**src/rtl/pc_if.sv**
```systemverilog
// pc_if: control inputs and PC/RAS status outputs of the fetch program-counter unit
interface pc_if #(parameter int XLEN = 32);
   logic            stall;
   logic            redirect_trap;
   logic            redirect_br;
   logic [XLEN-1:0] br_target;
   logic            call_push;
   logic            ret_pop;
   logic [XLEN-1:0] pc_out;
   logic [XLEN-1:0] pc_plus;
   logic [XLEN-1:0] pc_next;
   logic [XLEN-1:0] epc_out;
   logic            misaligned;
   logic            ras_empty;
   logic            ras_full;
   modport master (
      output stall, redirect_trap, redirect_br, br_target, call_push, ret_pop,
      input  pc_out, pc_plus, pc_next, epc_out, misaligned, ras_empty, ras_full
   );
   modport slave (
      input  stall, redirect_trap, redirect_br, br_target, call_push, ret_pop,
      output pc_out, pc_plus, pc_next, epc_out, misaligned, ras_empty, ras_full
   );
endinterface

```
**src/rtl/pc_unit.sv**
```systemverilog
// pc_unit: fetch PC register with prioritised next-PC select and circular return-address stack
module pc_unit #(
   parameter int              XLEN         = 32,
   parameter logic [XLEN-1:0] RESET_VECTOR = '0,
   parameter logic [XLEN-1:0] TRAP_VECTOR  = 32'h0000_0100,
   parameter int              INC          = 4,
   parameter int              ALIGN_BITS   = 2,
   parameter int              RAS_DEPTH    = 4
) (
   input logic clk,
   input logic rst_n,
   pc_if.slave bus
);
   localparam int PW = $clog2(RAS_DEPTH);
   localparam int CW = PW + 1;
   logic [XLEN-1:0] pc_q, pc_d, epc_q, epc_d, pc_plus;
   logic            mis_q, mis_d;
   logic [PW-1:0]   ptr_q, ptr_d;
   logic [CW-1:0]   cnt_q, cnt_d;
   logic [XLEN-1:0] ras_q [RAS_DEPTH];
   logic [XLEN-1:0] ras_d [RAS_DEPTH];
   logic            mis, trap, ras_en, push, pop, empty, full;
   assign pc_plus = pc_q + XLEN'(INC);
   assign empty   = cnt_q == '0;
   assign full    = cnt_q == CW'(RAS_DEPTH);
   assign mis     = bus.redirect_br && (bus.br_target[ALIGN_BITS-1:0] != '0);
   assign trap    = bus.redirect_trap || mis;
   assign ras_en  = !bus.stall && !trap;
   assign push    = bus.call_push && ras_en;
   assign pop     = bus.ret_pop && ras_en && !bus.redirect_br && !empty;
   always_comb begin
      pc_d  = trap ? TRAP_VECTOR : bus.stall ? pc_q : bus.redirect_br ? bus.br_target :
              (bus.ret_pop && !empty) ? ras_q[ptr_q] : pc_plus;
      epc_d = trap ? pc_q : epc_q;
      mis_d = mis && !bus.redirect_trap;
      ras_d = ras_q;
      ptr_d = ptr_q;
      cnt_d = cnt_q;
      // simultaneous call and return replaces the top in place
      if (push && pop) ras_d[ptr_q] = pc_plus;
      else if (push) begin
         ptr_d        = ptr_q + 1'b1;
         ras_d[ptr_d] = pc_plus;
         cnt_d        = full ? cnt_q : cnt_q + 1'b1;
      end else if (pop) begin
         ptr_d = ptr_q - 1'b1;
         cnt_d = cnt_q - 1'b1;
      end
   end
   always_ff @(posedge clk or negedge rst_n) begin
      if (!rst_n) begin
         pc_q  <= RESET_VECTOR;
         epc_q <= '0;
         mis_q <= 1'b0;
         ptr_q <= '0;
         cnt_q <= '0;
      end else begin
         pc_q  <= pc_d;
         epc_q <= epc_d;
         mis_q <= mis_d;
         ptr_q <= ptr_d;
         cnt_q <= cnt_d;
      end
   end
   always_ff @(posedge clk) ras_q <= ras_d;
   assign bus.pc_out     = pc_q;
   assign bus.pc_plus    = pc_plus;
   assign bus.pc_next    = pc_d;
   assign bus.epc_out    = epc_q;
   assign bus.misaligned = mis_q;
   assign bus.ras_empty  = empty;
   assign bus.ras_full   = full;
endmodule

```
**src/flat_wrapper.sv**
```systemverilog
// flat-port wrapper written by rule: the top's interface ports become plain ports
module pc_unit_flat 
#(
   parameter int              XLEN         = 32,
   parameter logic [XLEN-1:0] RESET_VECTOR = '0,
   parameter logic [XLEN-1:0] TRAP_VECTOR  = 32'h0000_0100,
   parameter int              INC          = 4,
   parameter int              ALIGN_BITS   = 2,
   parameter int              RAS_DEPTH    = 4
)
  (clk, rst_n, bus_stall, bus_redirect_trap, bus_redirect_br, bus_br_target, bus_call_push, bus_ret_pop, bus_pc_out, bus_pc_plus, bus_pc_next, bus_epc_out, bus_misaligned, bus_ras_empty, bus_ras_full);
  pc_if #(.XLEN(XLEN)) bus_i ();
  input logic clk;
  input logic rst_n;
  input wire logic [$bits(bus_i.stall)-1:0] bus_stall;
  input wire logic [$bits(bus_i.redirect_trap)-1:0] bus_redirect_trap;
  input wire logic [$bits(bus_i.redirect_br)-1:0] bus_redirect_br;
  input wire logic [$bits(bus_i.br_target)-1:0] bus_br_target;
  input wire logic [$bits(bus_i.call_push)-1:0] bus_call_push;
  input wire logic [$bits(bus_i.ret_pop)-1:0] bus_ret_pop;
  output wire logic [$bits(bus_i.pc_out)-1:0] bus_pc_out;
  output wire logic [$bits(bus_i.pc_plus)-1:0] bus_pc_plus;
  output wire logic [$bits(bus_i.pc_next)-1:0] bus_pc_next;
  output wire logic [$bits(bus_i.epc_out)-1:0] bus_epc_out;
  output wire logic [$bits(bus_i.misaligned)-1:0] bus_misaligned;
  output wire logic [$bits(bus_i.ras_empty)-1:0] bus_ras_empty;
  output wire logic [$bits(bus_i.ras_full)-1:0] bus_ras_full;
  assign bus_i.stall = bus_stall;
  assign bus_i.redirect_trap = bus_redirect_trap;
  assign bus_i.redirect_br = bus_redirect_br;
  assign bus_i.br_target = bus_br_target;
  assign bus_i.call_push = bus_call_push;
  assign bus_i.ret_pop = bus_ret_pop;
  assign bus_pc_out = bus_i.pc_out;
  assign bus_pc_plus = bus_i.pc_plus;
  assign bus_pc_next = bus_i.pc_next;
  assign bus_epc_out = bus_i.epc_out;
  assign bus_misaligned = bus_i.misaligned;
  assign bus_ras_empty = bus_i.ras_empty;
  assign bus_ras_full = bus_i.ras_full;
  pc_unit #(.XLEN(XLEN), .RESET_VECTOR(RESET_VECTOR), .TRAP_VECTOR(TRAP_VECTOR), .INC(INC), .ALIGN_BITS(ALIGN_BITS), .RAS_DEPTH(RAS_DEPTH)) u_core (.clk(clk), .rst_n(rst_n), .bus(bus_i));
endmodule
```
**config.mk**
```make
export PLATFORM = sky130hd
export DESIGN_NAME = pc_unit_flat
export DESIGN_NICKNAME = d
export VERILOG_FILES = /design/src/rtl/pc_if.sv /design/src/rtl/pc_unit.sv /design/src/flat_wrapper.sv
export SDC_FILE = /design/constraint.sdc
export NUM_CORES = 1
export LEC_CHECK = 0
export BUFFER_PORTS_ARGS = -buffer_cell sky130_fd_sc_hd__buf_2
export CAP_MARGIN = 20
export CORE_MARGIN = 1.5
export CORE_UTILIZATION = 56
export DETAILED_ROUTE_END_ITERATION = 10
export HOLD_SLACK_MARGIN = 0.1
export PLACE_DENSITY = 0.85
export SLEW_MARGIN = 20
export SYNTH_ARGS = -nofsm -noshare
export SYNTH_HDL_FRONTEND = slang
export SYNTH_SLANG_ARGS = --single-unit
```
**constraint.sdc**
```tcl
create_clock -name clk -period 5.1 [get_ports clk]
set_clock_uncertainty 0.15 [all_clocks]
set_input_delay 1.53 -clock clk [delete_from_list [all_inputs] [get_ports clk]]
set_output_delay 1.53 -clock clk [all_outputs]
set_load 0.02 [all_outputs]
```
Word level (Yosys, flattened, before mapping)

Index checks and enable logic that the tools add are counted.

Muxes and demuxes: 20
Multipliers: 0
Div/mod/pow operators: 0
Equality and inequality tests: 2
Shift-type cells: 0
Reduce and logical (&&, ||, !) cells: 23
Add/subtract/negate cells: 5
Bitwise logic cells: 3
Order comparisons: 4

Operator list:

| operator                                                              | number |
|---|---|
| 128-bit bitwise mux                                                   | 2 |
| 128-bit two-way mux                                                   | 2 |
| 32-bit two-way mux                                                    | 8 |
| 32-bit demux with 2-bit select                                        | 2 |
| 32-bit binary-select mux with 2-bit select                            | 1 |
| 32-bit by 3-bit adder with 32-bit output (second input constant)      | 1 |
| 1-bit logical AND                                                     | 11 |
| 3-bit two-way mux                                                     | 3 |
| 3-bit >= comparator (second input constant)                           | 2 |
| 3-bit by 1-bit < comparator with 1-bit output (second input constant) | 2 |
| 2-bit inverter with 3-bit output                                      | 2 |
| 2-bit nonzero test                                                    | 3 |
| 1-bit logical NOT                                                     | 5 |
| 2-bit two-way mux                                                     | 2 |
| 3-bit by 1-bit adder with 3-bit output (second input constant)        | 1 |
| 3-bit == test (second input constant)                                 | 1 |
| 3-bit logical NOT                                                     | 1 |
| 3-bit AND reduction                                                   | 1 |
| 3-bit by 1-bit subtractor with 3-bit output (second input constant)   | 1 |
| 2-bit by 1-bit adder with 2-bit output (second input constant)        | 1 |
| 2-bit != test (second input constant)                                 | 1 |
| 2-bit AND reduction                                                   | 1 |
| 2-bit by 1-bit subtractor with 2-bit output (second input constant)   | 1 |
| 1-bit logical OR                                                      | 1 |
| 1-bit inverter                                                        | 1 |

Input port bits: 39
Bits in latches: 0
Memories: 0
Memory bits (read-only): 0
Logic and storage cells: 66
Bits in registers: 198
RAM bits: 0
Output and inout port bits: 131

Longest topological paths before layout

Word-level depth: 11
Mapped depth: 10

Worst setup path after synthesis

OpenSTA, ideal clock, no wires.

Path type: input port to output port
From: input bus_redirect_br
To: output bus_pc_next[16]
Buffers on the path: 1
Path slack: -0.081 ns
Data arrival time: 3.501 ns
Cell stages on the path: 6
Cells stage by stage: clkinv_1 nand2_1 clkbuf_1 o22a_1 a21oi_1 a2111oi_0

Word-level cells in the longest chain between the ends: 3
Elaborated cells on any way between the ends: 5
Those cells by class: 3 x mux; 2 x reduce/logical

RTL lines:

| item                                                    | RTL line                     | source |
|---|---|---|
| start, declared                                         | flat_wrapper.sv:17           | `input wire logic [$bits(bus_i.redirect_br)-1:0] bus_redirect_br;` |
| 32-bit two-way mux or 1-bit logical AND (tied branches) | pc_unit.sv:32, pc_unit.sv:26 |  |
| 32-bit two-way mux or 1-bit logical OR (tied branches)  | pc_unit.sv:32, pc_unit.sv:27 |  |
| 32-bit two-way mux *                                    | pc_unit.sv:32                | `pc_d = trap ? TRAP_VECTOR : bus.stall ? pc_q : bus.redirect_br ? bus.br_target :` |
| end, declared                                           | flat_wrapper.sv:23           | `output wire logic [$bits(bus_i.pc_next)-1:0] bus_pc_next;` |

Mark *: on every way between the ends. The rest lies on a longest branch, timed or not.

Worst setup path in the final report

From: input bus_br_target[1]
To: output bus_pc_next[31]

Word-level cells in the longest chain between the ends: 4

RTL lines:

| item               | RTL line           | source |
|---|---|---|
| start, declared    | flat_wrapper.sv:18 | `input wire logic [$bits(bus_i.br_target)-1:0] bus_br_target;` |
| 2-bit nonzero test | pc_unit.sv:26      | `assign mis = bus.redirect_br && (bus.br_target[ALIGN_BITS-1:0] != '0);` |
| 1-bit logical AND  | pc_unit.sv:26      |  |
| 1-bit logical OR   | pc_unit.sv:27      | `assign trap = bus.redirect_trap \|\| mis;` |
| 32-bit two-way mux | pc_unit.sv:32      |  |

No other way between the ends.

==> impl_metrics.csv <==
group,metric,value,unit
critical_path,cp.required,3.42,ns
clocking,cts-root-buf,"clkbuf_16",
yosys,synth_cell_types,63,
global_route,grtUsageTotal,0.307,
drt,viasPerCell,6.26,
critical_path,critical_path_class,"in -> out",
timing,drv_slew,0,
global_route,grt_pass1_wl,41500,um
drt,dr.pass1.iters,9,
yosys,yosys_register_bits,198,
global_route,use_met3,0.0661,
pwr,power.internal,3.12,mW
clocking,post_cts_buffers,0,
die,rows,47,
finish,mostFrequentLayoutCells,"buf_2 (169), nor2_1 (140), edfxtp_1 (128)",
timing,grt_setup_unrepaired,"no",
yosys,synth-edff-count,128,
pwr,switching_share,0.341,
clocking,cts_max_level,4,
critical_path,endpoint_kind,"output pin",
clocking,numCtsBuffers,17,
global_route,grt_max_degree,41,
global_route,top_usage_layer,"met2",
finish,stdcell_count,1248,
clocking,cts_tree,"yes",
global_route,grt.met2_usage,0.483,
die,io_pins,170,
hold_path,hold_path_class,"reg -> reg",
placement,hpwl,19400,um
drt,vias,7808,
finish,diodes,0,
die,die_y,134,um
placement,dp_slack,0.199,ns
finish,layout_commonest_cell,"buf_2",
drt,route.detailed.drc,0,
global_route,use_met1,0.416,
drt,ant_nets,0,
critical_path,cp.arrival,3.25,ns
yosys,syn_inst,852,
die,start_util,0.577,
yosys,netlist_area,9640,um2
timing,setup_viol,0,
finish,fin_nets,1065,
clocking,cts_hold_buf,0,
finish,fillers,1245,
clocking,clk_path_buf_depth,2,
clocking,cts_sinks,198,
timing,hold_slack,0.310,ns
finish,area_growth,18.2,%
global_route,grt_pass1_vias,7477,
yosys,ys_warn_count,0,
die,core-area,16700,um2
yosys,synth_area_per_cell,11.3,um2
drt,wl_per_cell,21.7,um
pwr,p_seq_frac,0.425,
global_route,antenna_found_initial,0,
timing,tightest_slew,1.07,ns
yosys,yosysSeqAreaShare,0.580,
run_status,status,"finished clean",
die,fp.dieW,134,um
timing,hold_viol,0,
yosys,ys.flop_type,"edfxtp_1",
yosys,async_flop_share,0.354,
timing,slew_headroom,0.288,
pwr,p_clk_frac,0.286,
timing,final.period_utilization,0.967,
critical_path,path_max_fanout,10,
pwr,leakage,4.90,nW
placement,gp_congestion,0.937,
yosys,synth_nets,902,
pwr,p_switching,1.61,mW
global_route,grt_remaining_overflow,0,
job,max-cap-violations,0,
pwr,comb_power_share,0.288,
drt,routed_wirelength,27100,um
clocking,clkSlewWorstSetupHoldPaths,0.07,ns
pwr,ir_drop,260,uV
pwr,power.density,415,nW/um2
pwr,total_power,4.73,mW
timing,fmax,0.203,GHz
critical_path,startpoint_type,"primary input",
die,dieArea,18000,um2
timing,setup_ws,0.169,ns
timing,min_period,4.93,ns
clocking,clk_latency,0.44,ns
placement,dp.cells,1216,
timing,finalSetupTns,0,ns
placement,io_buffer_count,169,
finish,drive_gt1_frac,0.288,
drt,first_iter_violations,1335,
-- kinds of logic after synthesis --
| logic type | count (synthesis) | share of synthesized area |
|---|---|---|
| AND/OR/NAND/NOR | 343 | 0.160 |
| flip-flops | 198 | 0.580 |
| AO/OA/AOI/OAI | 127 | 0.0916 |
| buffers and inverters | 107 | 0.0457 |
| multiplexers | 40 | 0.0832 |
| XOR/XNOR | 26 | 0.0244 |
| adder cells (fa/ha/maj) | 11 | 0.0151 |
-- power by group through the flow --
stage | Combinational, mW | Clock [mW] | Sequential (mW)
3_3_place_gp | 1.31 | 0 | 2.03
6_report | 1.36 | 1.35 | 2.01
3_5_place_dp | 1.34 | 0 | 2.04
5_1_grt | 1.45 | 1.42 | 2.03
2_1_floorplan | 0.919 | 0 | 1.98
4_1_cts | 1.35 | 1.36 | 2.01
-- Yosys cell counts, drive strengths merged, types with 9 or more instances --
master  number  area, um2
nor2       145        544
edfxtp     128       3840
nand2      105        394
dfrtp       70       1750
clkbuf      45        171
inv         42        158
o21ai       33        165
mux4        32        721
xnor2       20        183
a21oi       18       90.1
buf         18        104
nand3       16       80.1
nand4       13       87.6
nor2b       12       75.1
nor3        11       60.1
ha          10        125
o22ai       10       62.6
or3          9       56.3
-- registers in the layout (all words and copies together) (netlist names) --
register               cells
u_core.bus.misaligned      1
u_core.bus.epc_out        32
u_core.cnt_q               3
u_core.ras_q             128
u_core.bus.pc_out         32
u_core.ptr_q               2
-- critical path: stages --
cell       delay [ns]
buf_2            0.12
o21a_1           0.23
nor3_1           0.29
buf_4            0.26
o221ai_1         0.17
o21ai_0          0.26
o2bb2ai_1        0.18
buf_2            0.21
-- metal layers --
| metal | share of wire | vias to the layer above |
|---|---|---|
| met3 | 0.10 | 95 |
| met4 | 0.034 | 0 |
| met5 | 0 | - |
| li1 | - | 3373 |
| met1 | 0.39 | 3776 |
| met2 | 0.47 | 564 |
-- layout make-up --
| cell class | count | area, um2 | area share |
|---|---|---|---|
| flip-flops and latches | 198 | 5600 | 0.491 |
| multi-input cells | 547 | 3640 | 0.319 |
| repair buffers | 207 | 1130 | 0.0993 |
| clock buffers | 20 | 447 | 0.0392 |
| well taps | 220 | 275 | 0.0242 |
| inverters | 44 | 165 | 0.0145 |
| clock inverters | 12 | 143 | 0.0125 |
-- stage by stage --
step,util,cell area (um2)
after floorplan,-,9650
after global placement,0.647,10800
after detailed placement,0.647,10800
after CTS,0.682,11400
after global routing,0.682,11400
final,0.682,11400
-- timing repair --
action                                  in CTS  in global routing
resized for setup                            0                  1
endpoints found under the hold margin        0                  0
endpoints found under the setup margin       0                  1
-- path summary, 6_finish.rpt --
path                                         from  depth (start not counted)                     end  slack [ns]
hold / removal             u_core.bus.epc_out[28]                          2  u_core.bus.epc_out[28]        0.31
setup / recovery                 bus_br_target[1]                          8         bus_pc_next[31]        0.17
setup reg to reg                  u_core.cnt_q[0]                          8       u_core.ras_q[106]        1.66
min in group asynchronous                   rst_n                          1         u_core.cnt_q[1]        1.06
max in group asynchronous                   rst_n                          2  u_core.bus.epc_out[25]        2.94
hold reg to reg            u_core.bus.epc_out[28]                          2  u_core.bus.epc_out[28]        0.31
No activity file was read; power rests on OpenSTA's default activity.
